<file path="config.mk">
export PLATFORM = sky130hd
export DESIGN_NAME = mac_accum_stage_flat
export DESIGN_NICKNAME = d
export VERILOG_FILES = /design/src/rtl/mac_pkg.sv /design/src/rtl/mac_accum_stage_if.sv /design/src/rtl/mac_accum_stage_sat_add.sv /design/src/rtl/mac_accum_stage.sv /design/src/flat_wrapper.sv
export SDC_FILE = /design/constraint.sdc
export NUM_CORES = 1
export LEC_CHECK = 0
export ABC_AREA = 1
export BUFFER_PORTS_ARGS = -buffer_cell sky130_fd_sc_hd__buf_4
export CAP_MARGIN = 25
export CELL_PAD_IN_SITES_DETAIL_PLACEMENT = 0
export CELL_PAD_IN_SITES_GLOBAL_PLACEMENT = 1
export CORE_ASPECT_RATIO = 1.2
export CORE_MARGIN = 3
export CORE_UTILIZATION = 45
export CTS_CLUSTER_SIZE = 10
export DETAILED_ROUTE_END_ITERATION = 12
export PLACE_DENSITY_LB_ADDON = 0.1
export SLEW_MARGIN = 10
export SYNTH_ARGS = -nofsm -noshare
export SYNTH_HDL_FRONTEND = slang
export SYNTH_HIERARCHICAL = 1
export SYNTH_SLANG_ARGS = --single-unit
</file>
<file path="constraint.sdc">
create_clock -name clk -period 5.8 [get_ports clk]
set_input_delay 1.16 -clock clk [delete_from_list [all_inputs] [get_ports clk]]
set_output_delay 1.16 -clock clk [all_outputs]
set_load 0.005 [all_outputs]
</file>
<file path="src/rtl/mac_pkg.sv">
// Shared types and default widths for the MAC accumulate stage.
package mac_pkg;

   localparam int PROD_W_DEF = 8;
   localparam int ACC_W_DEF  = 16;
   localparam int CNT_W_DEF  = 8;

   localparam logic signed [ACC_W_DEF-1:0] ACC_MAX = {1'b0, {(ACC_W_DEF-1){1'b1}}};
   localparam logic signed [ACC_W_DEF-1:0] ACC_MIN = {1'b1, {(ACC_W_DEF-1){1'b0}}};

   // ST_FIRST: the next accepted beat starts a new vector
   typedef enum logic {ST_FIRST, ST_RUN} state_e;

endpackage

</file>
<file path="src/rtl/mac_accum_stage_if.sv">
// Product-in / result-out handshake bundle for the MAC accumulate stage.
interface mac_accum_stage_if
   import mac_pkg::*;
#(
   parameter int PROD_W = PROD_W_DEF,
   parameter int ACC_W  = ACC_W_DEF,
   parameter int CNT_W  = CNT_W_DEF
);
   logic                     in_valid;
   logic                     in_ready;
   logic signed [PROD_W-1:0] in_prod;
   logic                     in_last;
   logic                     out_valid;
   logic                     out_ready;
   logic signed [ACC_W-1:0]  out_sum;
   logic [CNT_W-1:0]         out_len;
   logic                     out_ovf;

   modport master (
      output in_valid, in_prod, in_last, out_ready,
      input  in_ready, out_valid, out_sum, out_len, out_ovf
   );

   modport slave (
      input  in_valid, in_prod, in_last, out_ready,
      output in_ready, out_valid, out_sum, out_len, out_ovf
   );
endinterface

</file>
<file path="src/rtl/mac_accum_stage_sat_add.sv">
// Adds a sign-extended product to the running sum; flags overflow and
// optionally clamps to the representable range.
module sat_add
   import mac_pkg::*;
#(
   parameter int PROD_W = PROD_W_DEF,
   parameter int ACC_W  = ACC_W_DEF,
   parameter bit SAT_EN = 1'b1
) (
   input  logic signed [ACC_W-1:0]  a,
   input  logic signed [PROD_W-1:0] b,
   output logic signed [ACC_W-1:0]  sum,
   output logic                     ovf
);
   localparam logic [ACC_W-1:0] MAX_V = {1'b0, {(ACC_W-1){1'b1}}};
   localparam logic [ACC_W-1:0] MIN_V = {1'b1, {(ACC_W-1){1'b0}}};

   logic [ACC_W:0] wide;

   always_comb begin
      // One guard bit: the top two bits disagree exactly when the true sum
      // does not fit in ACC_W bits.
      wide = {a[ACC_W-1], a} + {{(ACC_W+1-PROD_W){b[PROD_W-1]}}, b};
      ovf  = wide[ACC_W] ^ wide[ACC_W-1];
      sum  = wide[ACC_W-1:0];
      if (SAT_EN && ovf) begin
         sum = wide[ACC_W] ? MIN_V : MAX_V;
      end
   end
endmodule

</file>
<file path="src/rtl/mac_accum_stage.sv">
// Accumulates signed products into a dot product per in_last-terminated
// vector and holds the result in a one-entry output register.
module mac_accum_stage
   import mac_pkg::*;
#(
   parameter int PROD_W = PROD_W_DEF,
   parameter int ACC_W  = ACC_W_DEF,
   parameter int CNT_W  = CNT_W_DEF,
   parameter bit SAT_EN = 1'b1
) (
   input logic               clk,
   input logic               rst,
   mac_accum_stage_if.slave  bus
);
   state_e                  state_q, state_d;
   logic signed [ACC_W-1:0] acc_q, acc_d;
   logic [CNT_W-1:0]        cnt_q, cnt_d;
   logic                    ovf_run_q, ovf_run_d;
   logic                    out_valid_q, out_valid_d;
   logic signed [ACC_W-1:0] out_sum_q, out_sum_d;
   logic [CNT_W-1:0]        out_len_q, out_len_d;
   logic                    out_ovf_q, out_ovf_d;

   logic                    in_ready;
   logic                    beat;
   logic                    first;
   logic signed [ACC_W-1:0] base;
   logic signed [ACC_W-1:0] sum;
   logic                    add_ovf;
   logic [CNT_W-1:0]        base_cnt;
   logic [CNT_W-1:0]        cnt_inc;
   logic                    ovf_next;

   // The output register doubles as a pipeline slot: a consumed result
   // frees it in the same cycle.
   assign in_ready = ~out_valid_q | bus.out_ready;
   assign beat     = bus.in_valid & in_ready;
   assign first    = (state_q == ST_FIRST);
   assign base     = first ? '0 : acc_q;
   assign base_cnt = first ? '0 : cnt_q;
   assign cnt_inc  = (&base_cnt) ? base_cnt : base_cnt + CNT_W'(1);
   assign ovf_next = (~first & ovf_run_q) | add_ovf;

   sat_add #(
      .PROD_W (PROD_W),
      .ACC_W  (ACC_W),
      .SAT_EN (SAT_EN)
   ) u_sat_add (
      .a   (base),
      .b   (bus.in_prod),
      .sum (sum),
      .ovf (add_ovf)
   );

   always_comb begin
      // NOTE: every always_comb target gets a default first so no path
      // leaves it unassigned, which would infer a latch.
      state_d     = state_q;
      acc_d       = acc_q;
      cnt_d       = cnt_q;
      ovf_run_d   = ovf_run_q;
      out_valid_d = out_valid_q;
      out_sum_d   = out_sum_q;
      out_len_d   = out_len_q;
      out_ovf_d   = out_ovf_q;

      if (out_valid_q && bus.out_ready) begin
         out_valid_d = 1'b0;
      end

      if (beat) begin
         if (bus.in_last) begin
            out_sum_d   = sum;
            out_len_d   = cnt_inc;
            out_ovf_d   = ovf_next;
            out_valid_d = 1'b1;
            acc_d       = '0;
            cnt_d       = '0;
            ovf_run_d   = 1'b0;
            state_d     = ST_FIRST;
         end else begin
            acc_d       = sum;
            cnt_d       = cnt_inc;
            ovf_run_d   = ovf_next;
            state_d     = ST_RUN;
         end
      end
   end

   always_ff @(posedge clk) begin
      // NOTE: state registers use non-blocking assignments so every flop
      // samples pre-edge values regardless of statement order.
      if (rst) begin
         state_q     <= ST_FIRST;
         acc_q       <= '0;
         cnt_q       <= '0;
         ovf_run_q   <= 1'b0;
         out_valid_q <= 1'b0;
         out_sum_q   <= '0;
         out_len_q   <= '0;
         out_ovf_q   <= 1'b0;
      end else begin
         state_q     <= state_d;
         acc_q       <= acc_d;
         cnt_q       <= cnt_d;
         ovf_run_q   <= ovf_run_d;
         out_valid_q <= out_valid_d;
         out_sum_q   <= out_sum_d;
         out_len_q   <= out_len_d;
         out_ovf_q   <= out_ovf_d;
      end
   end

   assign bus.in_ready  = in_ready;
   assign bus.out_valid = out_valid_q;
   assign bus.out_sum   = out_sum_q;
   assign bus.out_len   = out_len_q;
   assign bus.out_ovf   = out_ovf_q;
endmodule

</file>
<file path="src/flat_wrapper.sv">
// flat-port wrapper written by rule: the top's interface ports become plain ports
module mac_accum_stage_flat import mac_pkg::*;
#(
   parameter int PROD_W = PROD_W_DEF,
   parameter int ACC_W  = ACC_W_DEF,
   parameter int CNT_W  = CNT_W_DEF,
   parameter bit SAT_EN = 1'b1
)
  (clk, rst, bus_in_valid, bus_in_prod, bus_in_last, bus_out_ready, bus_in_ready, bus_out_valid, bus_out_sum, bus_out_len, bus_out_ovf);
  mac_accum_stage_if #(.PROD_W(PROD_W), .ACC_W(ACC_W), .CNT_W(CNT_W)) bus_i ();
  input logic clk;
  input logic rst;
  input wire logic [$bits(bus_i.in_valid)-1:0] bus_in_valid;
  input wire logic [$bits(bus_i.in_prod)-1:0] bus_in_prod;
  input wire logic [$bits(bus_i.in_last)-1:0] bus_in_last;
  input wire logic [$bits(bus_i.out_ready)-1:0] bus_out_ready;
  output wire logic [$bits(bus_i.in_ready)-1:0] bus_in_ready;
  output wire logic [$bits(bus_i.out_valid)-1:0] bus_out_valid;
  output wire logic [$bits(bus_i.out_sum)-1:0] bus_out_sum;
  output wire logic [$bits(bus_i.out_len)-1:0] bus_out_len;
  output wire logic [$bits(bus_i.out_ovf)-1:0] bus_out_ovf;
  assign bus_i.in_valid = bus_in_valid;
  assign bus_i.in_prod = bus_in_prod;
  assign bus_i.in_last = bus_in_last;
  assign bus_i.out_ready = bus_out_ready;
  assign bus_in_ready = bus_i.in_ready;
  assign bus_out_valid = bus_i.out_valid;
  assign bus_out_sum = bus_i.out_sum;
  assign bus_out_len = bus_i.out_len;
  assign bus_out_ovf = bus_i.out_ovf;
  mac_accum_stage #(.PROD_W(PROD_W), .ACC_W(ACC_W), .CNT_W(CNT_W), .SAT_EN(SAT_EN)) u_core (.clk(clk), .rst(rst), .bus(bus_i));
endmodule
</file>
==> Implementation_results.wiki <==
{| class="wikitable"
! Metric !! Value
|-
| Result of the run || finished clean
|-
| PwrDens || 214 nW/um^2
|-
| I/O pin count || 40
|-
| Starting Density || 0.474
|-
| Overall die area || 8410 sq um
|-
| Number of warning messages in the yosys log || 6
|-
| XOR/XNOR share of the synthesized area || 0.0265
|-
| Post-Synthesis Net Count || 529
|-
| Number of vias per cell || 5.03
|-
| All-layer global routing usage || 0.191
|-
| Maximum fanout along the worst path || 16
|-
| Highest Clock Rate || 314 MHz
|-
| Unrepaired setup endpoints after global routing || no
|-
| Max cap viols || 0
|-
| Synthesized area || 3300 sq um
|-
| Reg2Reg Setup Slack || 2.88 ns
|-
| Detailed-router iteration count before antenna repair || 4
|-
| Level count of the clock H-tree || 2
|-
| Count of buffers inserted at the top-level ports || 39
|-
| Maximum count of clock buffers along a single path || 2
|-
| Clock-pin slew on the worst setup and hold paths || 0.09 ns
|-
| Overall routed net length || 7790 um
|-
| Yosys reg bits || 52
|-
| Core Rows || 33
|-
| Largest net degree at the start of global routing || 33
|-
| Shortest clock period the worst path allows after layout || 3.18 ns
|-
| Total CTS buffers || 5
|-
| PostCTS Resize Cnt || 0
|-
| Final setup viols || 0
|-
| Clock root buffer || sky130_fd_sc_hd__clkbuf_8
|-
| Leakage power summed over all cells || 1.98 nW
|-
| Adder-cell area share of the yosys netlist || 0.0666
|-
| Final HPWL DP || 5700 um
|-
| Number of antenna repair diodes || 0
|-
| Latest clock arrival within the worst-skew pair || 0.30 ns
|-
| Post-synthesis share of cell area spent on and, or, nand and nor gates || 0.421
|-
| Hold crit path type || flip-flop to flip-flop
|-
| Pwr Total || 0.000798 W
|-
| Final antenna-violating net count || 0
|-
| Sequential share of the synthesized area || 0.315
|-
| Post-DR wirelength/cell || 12.6 um
|-
| Total of hold buffers inserted after clock tree synthesis || 0
|-
| Maximum vdd drop || 0.106 mV
|-
| Yosys cell types || 35
|-
| Number of fill cells || 736
|-
| Worst clock skew on the final layout || 0.00392 ns
|-
| Relative max-transition margin || 0.358
|-
| Fraction of synthesis flops using an asynchronous set or reset pin || 0
|-
| First-pass GRT wire length || 13500 um
|-
| CP required || 6.04 ns
|-
| Vias in the first global route || 3041
|-
| Routed vias || 3098
|-
| Instance area after placement || 3610 sq um
|-
| Fin area || 3730 sq um
|-
| Arrival time reported for the critical path endpoint || 3.42 ns
|-
| Remaining DRCs || 0
|-
| Avg Synthesized Cell Area || 6.62 sq um
|-
| Post-synth EDFFs || 0
|-
| Number of nets in the finished design || 558
|-
| Number of cells after detailed placement || 608
|-
| Critical path capture point type || flip-flop
|-
| Overflow after GRT || 0
|-
| Height of the die || 99.9 um
|-
| Post-Route Setup TNS || 0 ns
|-
| Dominant combinational cell family by area after synthesis || simple AND/OR/NAND/NOR gates
|-
| Worst slew pin tran || 0.961 ns
|-
| Final Util || 0.535
|-
| Final estimated routing congestion in global placement || 0.817
|-
| Number of hold-slack violations in the final timing report || 0
|-
| Critical path launch point type || input port
|-
| Number of antenna violations at the first check in global routing || 0
|-
| Postcts setup bufs || 0
|-
| Primary flip-flop cell chosen by synthesis mapping || sky130_fd_sc_hd__dfxtp_1
|-
| Ratio of final minimum period to clock period || 0.549
|-
| Die extent in x || 84.2 um
|-
| Share of cells above drive strength 1 || 0.197
|-
| CTS sink cnt || 52
|-
| Post-synthesis compound-gate area fraction || 0.0803
|-
| Post-layout instance count excluding filler cells || 616
|-
| Synth Instances || 499
|-
| Count of pins over their slew limit || 0
|-
| Share of cell area taken by muxes after synthesis || 0
|-
| CTS tree || done
|-
| Core area || 6980 sq um
|-
| Number of DRC violations after detailed-routing iteration 0 || 115
|-
| Area grow syn2layout || 12.9%
|-
| Critical path start-end classification || input port to flip-flop
|}
metal layers:
metal | vias to the layer above | share of wire | track usage
met2 | 52 | 0.50 | 0.356
met5 | - | 0 | 0
met1 | 1407 | 0.47 | 0.232
li1 | 1633 | - | -
met3 | 6 | 0.029 | 0.0156
met4 | 0 | 0.0083 | 0.0569
worst max-delay path: stages:
cell                      delay (ns)
sky130_fd_sc_hd__buf_4          0.11
sky130_fd_sc_hd__ha_1           0.20
sky130_fd_sc_hd__fa_1           0.38
sky130_fd_sc_hd__nand2_1        0.10
sky130_fd_sc_hd__nand2_1        0.09
sky130_fd_sc_hd__nand3_1        0.10
sky130_fd_sc_hd__nand2_2        0.08
sky130_fd_sc_hd__nand2_2        0.07
sky130_fd_sc_hd__nand2_1        0.06
sky130_fd_sc_hd__nand2_2        0.09
sky130_fd_sc_hd__nand4_2        0.46
sky130_fd_sc_hd__nand2_1        0.29
sky130_fd_sc_hd__nand2_1        0.08
sky130_fd_sc_hd__a21oi_1        0.14
synth_stat cells (all sizes together) (3+ instances only):
library cell	count	area [sq um]
nor2	20	97.6
clkbuf	8	30.0
nand2	218	923
buf	10	77.6
nand3	53	275
nor3	4	30.0
a21oi	36	195
dfxtp	52	1040
xor2	8	70.1
o21ai	4	20.0
nand4	3	25.0
ha	16	200
inv	50	188
cells in the final DEF (no fill, tap or decap):
cell / instances
sky130_fd_sc_hd__o21ai_0: 4
sky130_fd_sc_hd__buf_4: 40
sky130_fd_sc_hd__a22oi_1: 1
sky130_fd_sc_hd__o21bai_1: 2
sky130_fd_sc_hd__a211oi_1: 1
sky130_fd_sc_hd__fa_1: 1
sky130_fd_sc_hd__dfxtp_1: 52
sky130_fd_sc_hd__xnor2_1: 2
sky130_fd_sc_hd__ha_1: 16
sky130_fd_sc_hd__clkbuf_8: 7
sky130_fd_sc_hd__nor3_2: 2
sky130_fd_sc_hd__inv_2: 4
sky130_fd_sc_hd__nor3_1: 2
sky130_fd_sc_hd__nor2_1: 15
sky130_fd_sc_hd__nand3_1: 51
sky130_fd_sc_hd__xor2_1: 8
sky130_fd_sc_hd__or2_2: 2
sky130_fd_sc_hd__inv_1: 46
sky130_fd_sc_hd__nand3b_1: 2
sky130_fd_sc_hd__a31oi_1: 2
sky130_fd_sc_hd__a21oi_2: 4
sky130_fd_sc_hd__nand3_2: 2
sky130_fd_sc_hd__nand2_2: 33
sky130_fd_sc_hd__bufinv_16: 1
sky130_fd_sc_hd__nand4_2: 1
sky130_fd_sc_hd__nand2_4: 3
sky130_fd_sc_hd__and2_1: 2
sky130_fd_sc_hd__nor2_4: 2
sky130_fd_sc_hd__nand2_1: 182
sky130_fd_sc_hd__clkinv_1: 1
sky130_fd_sc_hd__nand4_1: 2
sky130_fd_sc_hd__nor2_2: 3
sky130_fd_sc_hd__a21oi_1: 32
sky130_fd_sc_hd__a21o_1: 1
state kept, by name, indices dropped and copies added (netlist names):
register,count
u_core/ovf_run_q,1
u_core/bus.out_ovf,1
u_core/bus.out_valid,1
u_core/bus.out_len,8
u_core/bus.out_sum,16
u_core/cnt_q,8
u_core/state_q,1
u_core/acc_q,16
power by group:
group          internal (W)  total (W)  switching, W
Clock              0.000152   0.000272      0.000119
Combinational     0.0000526   0.000143     0.0000908
Sequential         0.000374   0.000382    0.00000891
cells by family (layout without fill, tap and decap cells):
group,count (synthesis),count (layout)
simple gates,304,304
buf+inv,69,99
flops,52,52
compound gates,47,47
fa+ha+maj,17,17
xor+xnor,10,10
per-stage QoR:
step	hold WS (ns)	setup WS [ns]
CTS	0.474	2.62
global placement	0.453	2.35
global route	0.495	2.33
finish	0.472	2.62
floorplan	0.445	2.75
detailed placement	0.460	2.32
final timing paths:
kind | start | end | depth (start not counted)
setup / recovery | bus_in_prod[0] | u_core/acc_q[5] | 14
hold / removal | u_core/acc_q[8] | u_core/acc_q[8] | 2
setup reg to reg | u_core/state_q | u_core/acc_q[5] | 16
hold reg to reg | u_core/acc_q[8] | u_core/acc_q[8] | 2
layout make-up:
type | count | area, sq um | share of cell area
sequential | 52 | 1040 | 0.279
timing repair buffer | 40 | 300 | 0.0805
multi-input combinational | 378 | 1960 | 0.526
inverter | 51 | 191 | 0.0513
tap | 87 | 109 | 0.0292
clock inverter | 1 | 30.0 | 0.00805
clock buffer | 7 | 96.3 | 0.0258
(Power assumes the default switching activity.)
